`src/rtl/bitmanip_pkg.sv`:
```
// Shared types for the bit-manipulation sequencer: opcode and FSM encodings, CPOP iteration count
// and the per-chunk population count used by the iterative CPOP datapath.
package bitmanip_pkg;

  typedef enum logic [3:0] {
    OP_SLL  = 4'd0,
    OP_SRL  = 4'd1,
    OP_SRA  = 4'd2,
    OP_ROL  = 4'd3,
    OP_ROR  = 4'd4,
    OP_CLZ  = 4'd5,
    OP_CTZ  = 4'd6,
    OP_CPOP = 4'd7
  } op_code_e;

  typedef enum logic [1:0] {
    S_IDLE = 2'd0,
    S_EXEC = 2'd1,
    S_CPOP = 2'd2,
    S_DONE = 2'd3
  } state_e;

  localparam int CPOP_ITER = 4;

  function automatic logic [3:0] popcount8(input logic [7:0] v);
    logic [3:0] n;
    n = 4'd0;
    for (int i = 0; i < 8; i++) begin
      n = n + {3'd0, v[i]};
    end
    return n;
  endfunction

endpackage

```
`src/rtl/barrel_shifter_left.sv`:
```
// Log-stage left rotator: o_data = i_data rotated left by i_amt.
// Purely combinational; no flow control.
module barrel_shifter_left #(
  parameter int XLEN = 32
) (
  input  logic [XLEN-1:0]         i_data,
  input  logic [$clog2(XLEN)-1:0] i_amt,
  output logic [XLEN-1:0]         o_data
);

  localparam int SW = $clog2(XLEN);

  logic [XLEN-1:0] w_stage [0:SW];

  assign w_stage[0] = i_data;

  for (genvar s = 0; s < SW; s++) begin : g_stage
    localparam int K = 1 << s;
    assign w_stage[s+1] = i_amt[s] ? {w_stage[s][XLEN-K-1:0], w_stage[s][XLEN-1:XLEN-K]} : w_stage[s];
  end

  assign o_data = w_stage[SW];

endmodule

```
`src/rtl/barrel_shifter_right.sv`:
```
// Log-stage right rotator: o_data = i_data rotated right by i_amt.
// Purely combinational; no flow control.
module barrel_shifter_right #(
  parameter int XLEN = 32
) (
  input  logic [XLEN-1:0]         i_data,
  input  logic [$clog2(XLEN)-1:0] i_amt,
  output logic [XLEN-1:0]         o_data
);

  localparam int SW = $clog2(XLEN);

  logic [XLEN-1:0] w_stage [0:SW];

  assign w_stage[0] = i_data;

  for (genvar s = 0; s < SW; s++) begin : g_stage
    localparam int K = 1 << s;
    assign w_stage[s+1] = i_amt[s] ? {w_stage[s][K-1:0], w_stage[s][XLEN-1:K]} : w_stage[s];
  end

  assign o_data = w_stage[SW];

endmodule

```
`src/rtl/count_leading_zeros.sv`:
```
// Leading-zero counter; an all-zero input saturates at XLEN-1 because the count is only $clog2(XLEN) wide.
// Purely combinational; no flow control.
module count_leading_zeros #(
  parameter int XLEN = 32
) (
  input  logic [XLEN-1:0]         i_data,
  output logic [$clog2(XLEN)-1:0] o_count
);

  localparam int CW = $clog2(XLEN);

  logic w_found;

  always_comb begin
    o_count = CW'(XLEN - 1);
    w_found = 1'b0;
    for (int i = XLEN - 1; i >= 0; i--) begin
      if (!w_found && i_data[i]) begin
        o_count = CW'(XLEN - 1 - i);
        w_found = 1'b1;
      end
    end
  end

endmodule

```
`src/rtl/count_trailing_zeros.sv`:
```
// Trailing-zero counter; an all-zero input saturates at XLEN-1 because the count is only $clog2(XLEN) wide.
// Purely combinational; no flow control.
module count_trailing_zeros #(
  parameter int XLEN = 32
) (
  input  logic [XLEN-1:0]         i_data,
  output logic [$clog2(XLEN)-1:0] o_count
);

  localparam int CW = $clog2(XLEN);

  logic w_found;

  always_comb begin
    o_count = CW'(XLEN - 1);
    w_found = 1'b0;
    for (int i = 0; i < XLEN; i++) begin
      if (!w_found && i_data[i]) begin
        o_count = CW'(i);
        w_found = 1'b1;
      end
    end
  end

endmodule

```
`src/rtl/bitmanip_sequencer.sv`:
```
// One-op-at-a-time shift/rotate/count sequencer: result_valid 2 cycles after accept (5 for CPOP).
// op_ready only in IDLE/DONE and never during flush or reset; flush aborts and drops the pending result.
module bitmanip_sequencer
  import bitmanip_pkg::*;
#(
  parameter int XLEN       = 32,
  parameter int CPOP_CHUNK = 8
) (
  input  logic                    clk,
  input  logic                    reset,
  input  logic                    op_valid,
  output logic                    op_ready,
  input  logic [3:0]              op_code,
  input  logic [XLEN-1:0]         op_a,
  input  logic [$clog2(XLEN)-1:0] op_b,
  input  logic                    op_flush,
  output logic                    busy,
  output logic                    result_valid,
  output logic [XLEN-1:0]         result,
  output logic                    illegal
);

  localparam int CW = $clog2(XLEN);
  localparam int AW = CW + 1;
  localparam int IW = $clog2(CPOP_ITER);

  state_e          r_state;
  state_e          w_state_nxt;
  logic            w_accept;
  logic [3:0]      r_op;
  logic [XLEN-1:0] r_a;
  logic [CW-1:0]   r_b;
  logic [IW-1:0]   r_cnt;
  logic [AW-1:0]   r_acc;
  logic [XLEN-1:0] r_result;
  logic            r_illegal;

  logic [XLEN-1:0]       w_rotr;
  logic [XLEN-1:0]       w_rotl;
  logic [CW-1:0]         w_clz;
  logic [CW-1:0]         w_ctz;
  logic [XLEN-1:0]       w_srl_mask;
  logic [XLEN-1:0]       w_sll_mask;
  logic [XLEN-1:0]       w_srl;
  logic [CPOP_CHUNK-1:0] w_chunk;
  logic [AW-1:0]         w_acc_nxt;
  logic                  w_cpop_last;
  logic [XLEN-1:0]       w_exec_result;
  logic                  w_exec_illegal;

  barrel_shifter_right #(.XLEN(XLEN)) u_rotr (.i_data(r_a), .i_amt(r_b), .o_data(w_rotr));
  barrel_shifter_left  #(.XLEN(XLEN)) u_rotl (.i_data(r_a), .i_amt(r_b), .o_data(w_rotl));
  count_leading_zeros  #(.XLEN(XLEN)) u_clz  (.i_data(r_a), .o_count(w_clz));
  count_trailing_zeros #(.XLEN(XLEN)) u_ctz  (.i_data(r_a), .o_count(w_ctz));

  assign w_srl_mask  = {XLEN{1'b1}} >> r_b;
  assign w_sll_mask  = {XLEN{1'b1}} << r_b;
  assign w_srl       = w_rotr & w_srl_mask;
  assign w_chunk     = r_a[int'(r_cnt) * CPOP_CHUNK +: CPOP_CHUNK];
  assign w_acc_nxt   = r_acc + AW'(popcount8(w_chunk));
  assign w_cpop_last = (r_cnt == IW'(CPOP_ITER - 1));

  always_ff @(posedge clk) begin
    if (!reset) begin
      r_state <= S_IDLE;
    end else begin
      r_state <= w_state_nxt;
    end
  end

  always_comb begin
    w_state_nxt  = r_state;
    op_ready     = ((r_state == S_IDLE) || (r_state == S_DONE)) && !op_flush && reset;
    w_accept     = op_ready && op_valid;
    busy         = (r_state == S_EXEC) || (r_state == S_CPOP);
    result_valid = (r_state == S_DONE);
    case (r_state)
      S_IDLE, S_DONE: begin
        if (w_accept) begin
          w_state_nxt = (op_code == OP_CPOP) ? S_CPOP : S_EXEC;
        end else begin
          w_state_nxt = S_IDLE;
        end
      end
      S_EXEC:  w_state_nxt = S_DONE;
      S_CPOP:  w_state_nxt = w_cpop_last ? S_DONE : S_CPOP;
      default: w_state_nxt = S_IDLE;
    endcase
    // Flush overrides everything, including a DONE-cycle accept.
    if (op_flush) begin
      w_state_nxt = S_IDLE;
    end
  end

  // The counters saturate at XLEN-1 on zero input, so the true count of XLEN is patched in here.
  always_comb begin
    w_exec_result  = '0;
    w_exec_illegal = 1'b0;
    case (r_op)
      OP_SLL:  w_exec_result = w_rotl & w_sll_mask;
      OP_SRL:  w_exec_result = w_srl;
      OP_SRA:  w_exec_result = w_srl | (r_a[XLEN-1] ? ~w_srl_mask : '0);
      OP_ROL:  w_exec_result = w_rotl;
      OP_ROR:  w_exec_result = w_rotr;
      OP_CLZ:  w_exec_result = (r_a == '0) ? XLEN'(XLEN) : XLEN'(w_clz);
      OP_CTZ:  w_exec_result = (r_a == '0) ? XLEN'(XLEN) : XLEN'(w_ctz);
      OP_CPOP: w_exec_result = '0;
      default: w_exec_illegal = 1'b1;
    endcase
  end

  always_ff @(posedge clk) begin
    if (!reset) begin
      r_op      <= '0;
      r_a       <= '0;
      r_b       <= '0;
      r_cnt     <= '0;
      r_acc     <= '0;
      r_result  <= '0;
      r_illegal <= 1'b0;
    end else if (op_flush) begin
      r_cnt <= '0;
      r_acc <= '0;
    end else begin
      if (w_accept) begin
        r_op  <= op_code;
        r_a   <= op_a;
        r_b   <= op_b;
        r_cnt <= '0;
        r_acc <= '0;
      end
      if (r_state == S_EXEC) begin
        r_result  <= w_exec_result;
        r_illegal <= w_exec_illegal;
      end
      if (r_state == S_CPOP) begin
        if (w_cpop_last) begin
          r_result  <= XLEN'(w_acc_nxt);
          r_illegal <= 1'b0;
        end else begin
          r_acc <= w_acc_nxt;
          r_cnt <= r_cnt + 1'b1;
        end
      end
    end
  end

  assign result  = r_result;
  assign illegal = r_illegal;

endmodule

```
`config.mk`:
```
export PLATFORM = sky130hd
export DESIGN_NAME = bitmanip_sequencer
export DESIGN_NICKNAME = d
export VERILOG_FILES = /design/src/rtl/bitmanip_pkg.sv /design/src/rtl/barrel_shifter_left.sv /design/src/rtl/barrel_shifter_right.sv /design/src/rtl/count_leading_zeros.sv /design/src/rtl/count_trailing_zeros.sv /design/src/rtl/bitmanip_sequencer.sv
export SDC_FILE = /design/constraint.sdc
export NUM_CORES = 1
export LEC_CHECK = 0
export CORE_AREA = 3 3 187 189
export DETAILED_ROUTE_END_ITERATION = 7
export DIE_AREA = 0 0 190 192
export HOLD_SLACK_MARGIN = 0.15
export PLACE_DENSITY_LB_ADDON = 0.12
export SLEW_MARGIN = 20
export SYNTH_ARGS = -nofsm -noshare
export SYNTH_HDL_FRONTEND = slang
export SYNTH_SLANG_ARGS = --single-unit
```
`constraint.sdc`:
```
create_clock -name clk -period 14.38 [get_ports clk]
set_input_delay 2.876 -clock clk [delete_from_list [all_inputs] [get_ports clk]]
set_output_delay 2.876 -clock clk [all_outputs]
set_load 0.03 [all_outputs]
```
==> results_dict.tcl <==
set metrics [dict create \
    synthesis.area_sq_um 10000 \
    reg2reg_to "result[2]" \
    post_cts_buffers 0 \
    grt_pass1_wl_mm 68.0 \
    relSlewSlack_pct 32.9 \
    hold_path_class "reg -> reg" \
    portBuffers 80 \
    min_path_cells 2 \
    cts_tree "built" \
    fin_crit_ns 8.09 \
    rows 67 \
    clk_pin_slew_ns 0.06 \
    synth_flop_cell "dfxtp_1" \
    synth.distinct_cells 76 \
    critPathMaxFanout 54 \
    seqPwrFrac_pct 36.6 \
    critPathCaptureType "output pin" \
    setup_violations 0 \
    coreArea_sq_um 33400 \
    vias 10800 \
    leakage_nw 3.84 \
    nNetsFinal 1359 \
    skew_ns 0.00703 \
    routed_wl_mm 46.0 \
    p_switching_mw 0.245 \
    combPwrFrac_pct 29.4 \
    r2r_start "r_a[10]" \
    power_density_nw_per_um2 62.1 \
    synth.avg_cell_area_sq_um 7.64 \
    ios 81 \
    pre_cts_slack_ns 6.27 \
    mostFrequentLayoutCell "nand2_1" \
    gr-usage-all-layers_pct 24.8 \
    worst_slack_ns 6.29 \
    drtPass1Iterations 5 \
    p_clk_share_pct 34.0 \
    reg2reg_slack_ns 9.34 \
    power.total_mw 0.703 \
    clock-sinks 84 \
    fin_crit_sh_pct 56.3 \
    slew_viol_final 0 \
    fin_tns_setup_ns 0 \
    cts_buffers 9 \
    yosysTopAreaCell "dfxtp_1" \
    insertion_delay_ns 0.37 \
    ys_seq_area_share_pct 16.8 \
    grt_max_degree 69 \
    n_antenna_cell 0 \
    netSwitchingFraction_pct 34.9 \
    syn_to_final_growth_pct 12.9 \
    finalHoldViolCount 0 \
    synth_edf_count 0 \
    outcome "finished clean" \
    crit_required_ns 11.50 \
    drt_iter0_markers 1298 \
    final_cell_mix "nand2_1 (207), nor2_1 (123), a21oi_1 (111)" \
    rsz0062_at_grt "false" \
    cts_resized 0 \
    min_to "r_acc[0]" \
    cts_hold_buf 0 \
    holdWs_ns 0.482 \
    arrival_ns 5.22 \
    critPathKind "in -> out" \
    async_flop_share_pct 0 \
    peakVddDrop_uv 58.3 \
    worst_pin_slew_ns 1.01 \
    synth_top_area_share_pct 16.8 \
    start_kind "input port" \
    reg2regPathDepth 15 \
    drc_errors 0 \
    start_util_pct 30.0 \
    die_y_microns 192 \
    htree_levels 3 \
    drive_gt1_share_pct 13.7 \
    hold_start "r_acc[0]" \
    dpl.hpwl_mm 32.1 \
    synth_cells 1312 \
    die_w_microns 190 \
    ys_seq_elements 84 \
    yosys_warnings 0 \
    wire_per_inst_microns 26.3 \
    dieArea_sq_um 36500 \
    cts_root_buffer "clkbuf_16" \
    max_freq_ghz 0.124 \
    antenna_left 0 \
    p_int_mw 0.458 \
    routed_via_density 6.19 \
    clock_path_buffers 2 \
    antenna_found_initial 0 \
    grt_pass1_vias 10300 \
    gr-total-overflow 0 \
    synth_area_leaders "dfxtp_1 (17%), mux4_2 (14%), nand2_1 (7.8%)" \
    syn_nets 1372 \
    gp_congestion 0.967 \
    drv_cap 0 \
]
==> power groups by stage <==
stage                     registers (mW)  clock network, mW  logic (mW)
final                              0.257              0.239       0.207
after floorplan                    0.254                  0       0.136
after global routing               0.258              0.255       0.221
after global placement             0.262                  0       0.204
after detailed placement           0.262                  0       0.203
after CTS                          0.257              0.248       0.203
==> kinds of logic (layout without fill, tap and decap cells) <==
logic type | Yosys count | count (layout) | share of synthesized area [%]
and+or+nand+nor | 450 | 450 | 20.3
buffers and inverters | 166 | 157 | 7.29
AOI/OAI and AO/OA | 422 | 422 | 27.3
DFF | 84 | 84 | 16.8
xor gates and xnor gates | 5 | 5 | 0.437
muxes | 170 | 170 | 25.7
adders and majority gates | 15 | 15 | 2.25
==> state kept, by name, indices dropped and copies added (netlist names) <==
name / cells
r_cnt: 2
r_op: 4
r_state: 2
r_acc: 6
illegal: 1
result: 32
r_a: 32
r_b: 5
==> per-layer routing <==
layer	part of all wire (%)	GRT usage, %
met2	45	38.8
met5	0	0
met1	42	33.2
met3	7.9	4.40
met4	4.7	11.3
==> cells in the mapped netlist, drive strengths merged, types with 19 or more instances <==
master / count
mux4: 65
nor2: 123
a21boi: 44
a31oi: 23
buf: 49
o21ai: 95
mux2: 45
mux2i: 60
nor3: 23
o22ai: 19
a21oi: 111
inv: 30
clkbuf: 87
nand2: 207
dfxtp: 84
==> worst max-delay path, stage by stage <==
cell and delay [ns]:
clkdlybuf4s50_1 0.45, buf_4 0.43, nand2_1 0.48, nor2_1 0.26, clkdlybuf4s50_1 0.70
==> area by class of cell <==
type,count,area [sq um]
sequential,84,1690
clock inverter,2,35.0
timing repair buffer,112,1040
fill,3559,22100
clock buffer,13,250
multi-input combinational,1062,7620
inverter,30,113
tap,448,561
==> through the flow <==
stage               cells  area, sq um  util [%]
global placement     1736        11000      33.0
detailed placement   1736        11000      33.0
CTS                  1751        11300      33.8
floorplan            1312        10000         -
finish               1751        11300      33.8
global route         1751        11300      33.8
==> worst max path at each step <==
stage               startpoint        to  slack (ns)  depth (start not counted)
global route             reset  op_ready        6.08                          5
detailed placement       reset  op_ready        6.27                          5
global placement         reset  op_ready        6.27                          5
CTS                      reset  op_ready        6.26                          5
floorplan             op_flush  op_ready        7.77                          4
finish                   reset  op_ready        6.29                          5
No activity file was read; power rests on OpenSTA's default activity.
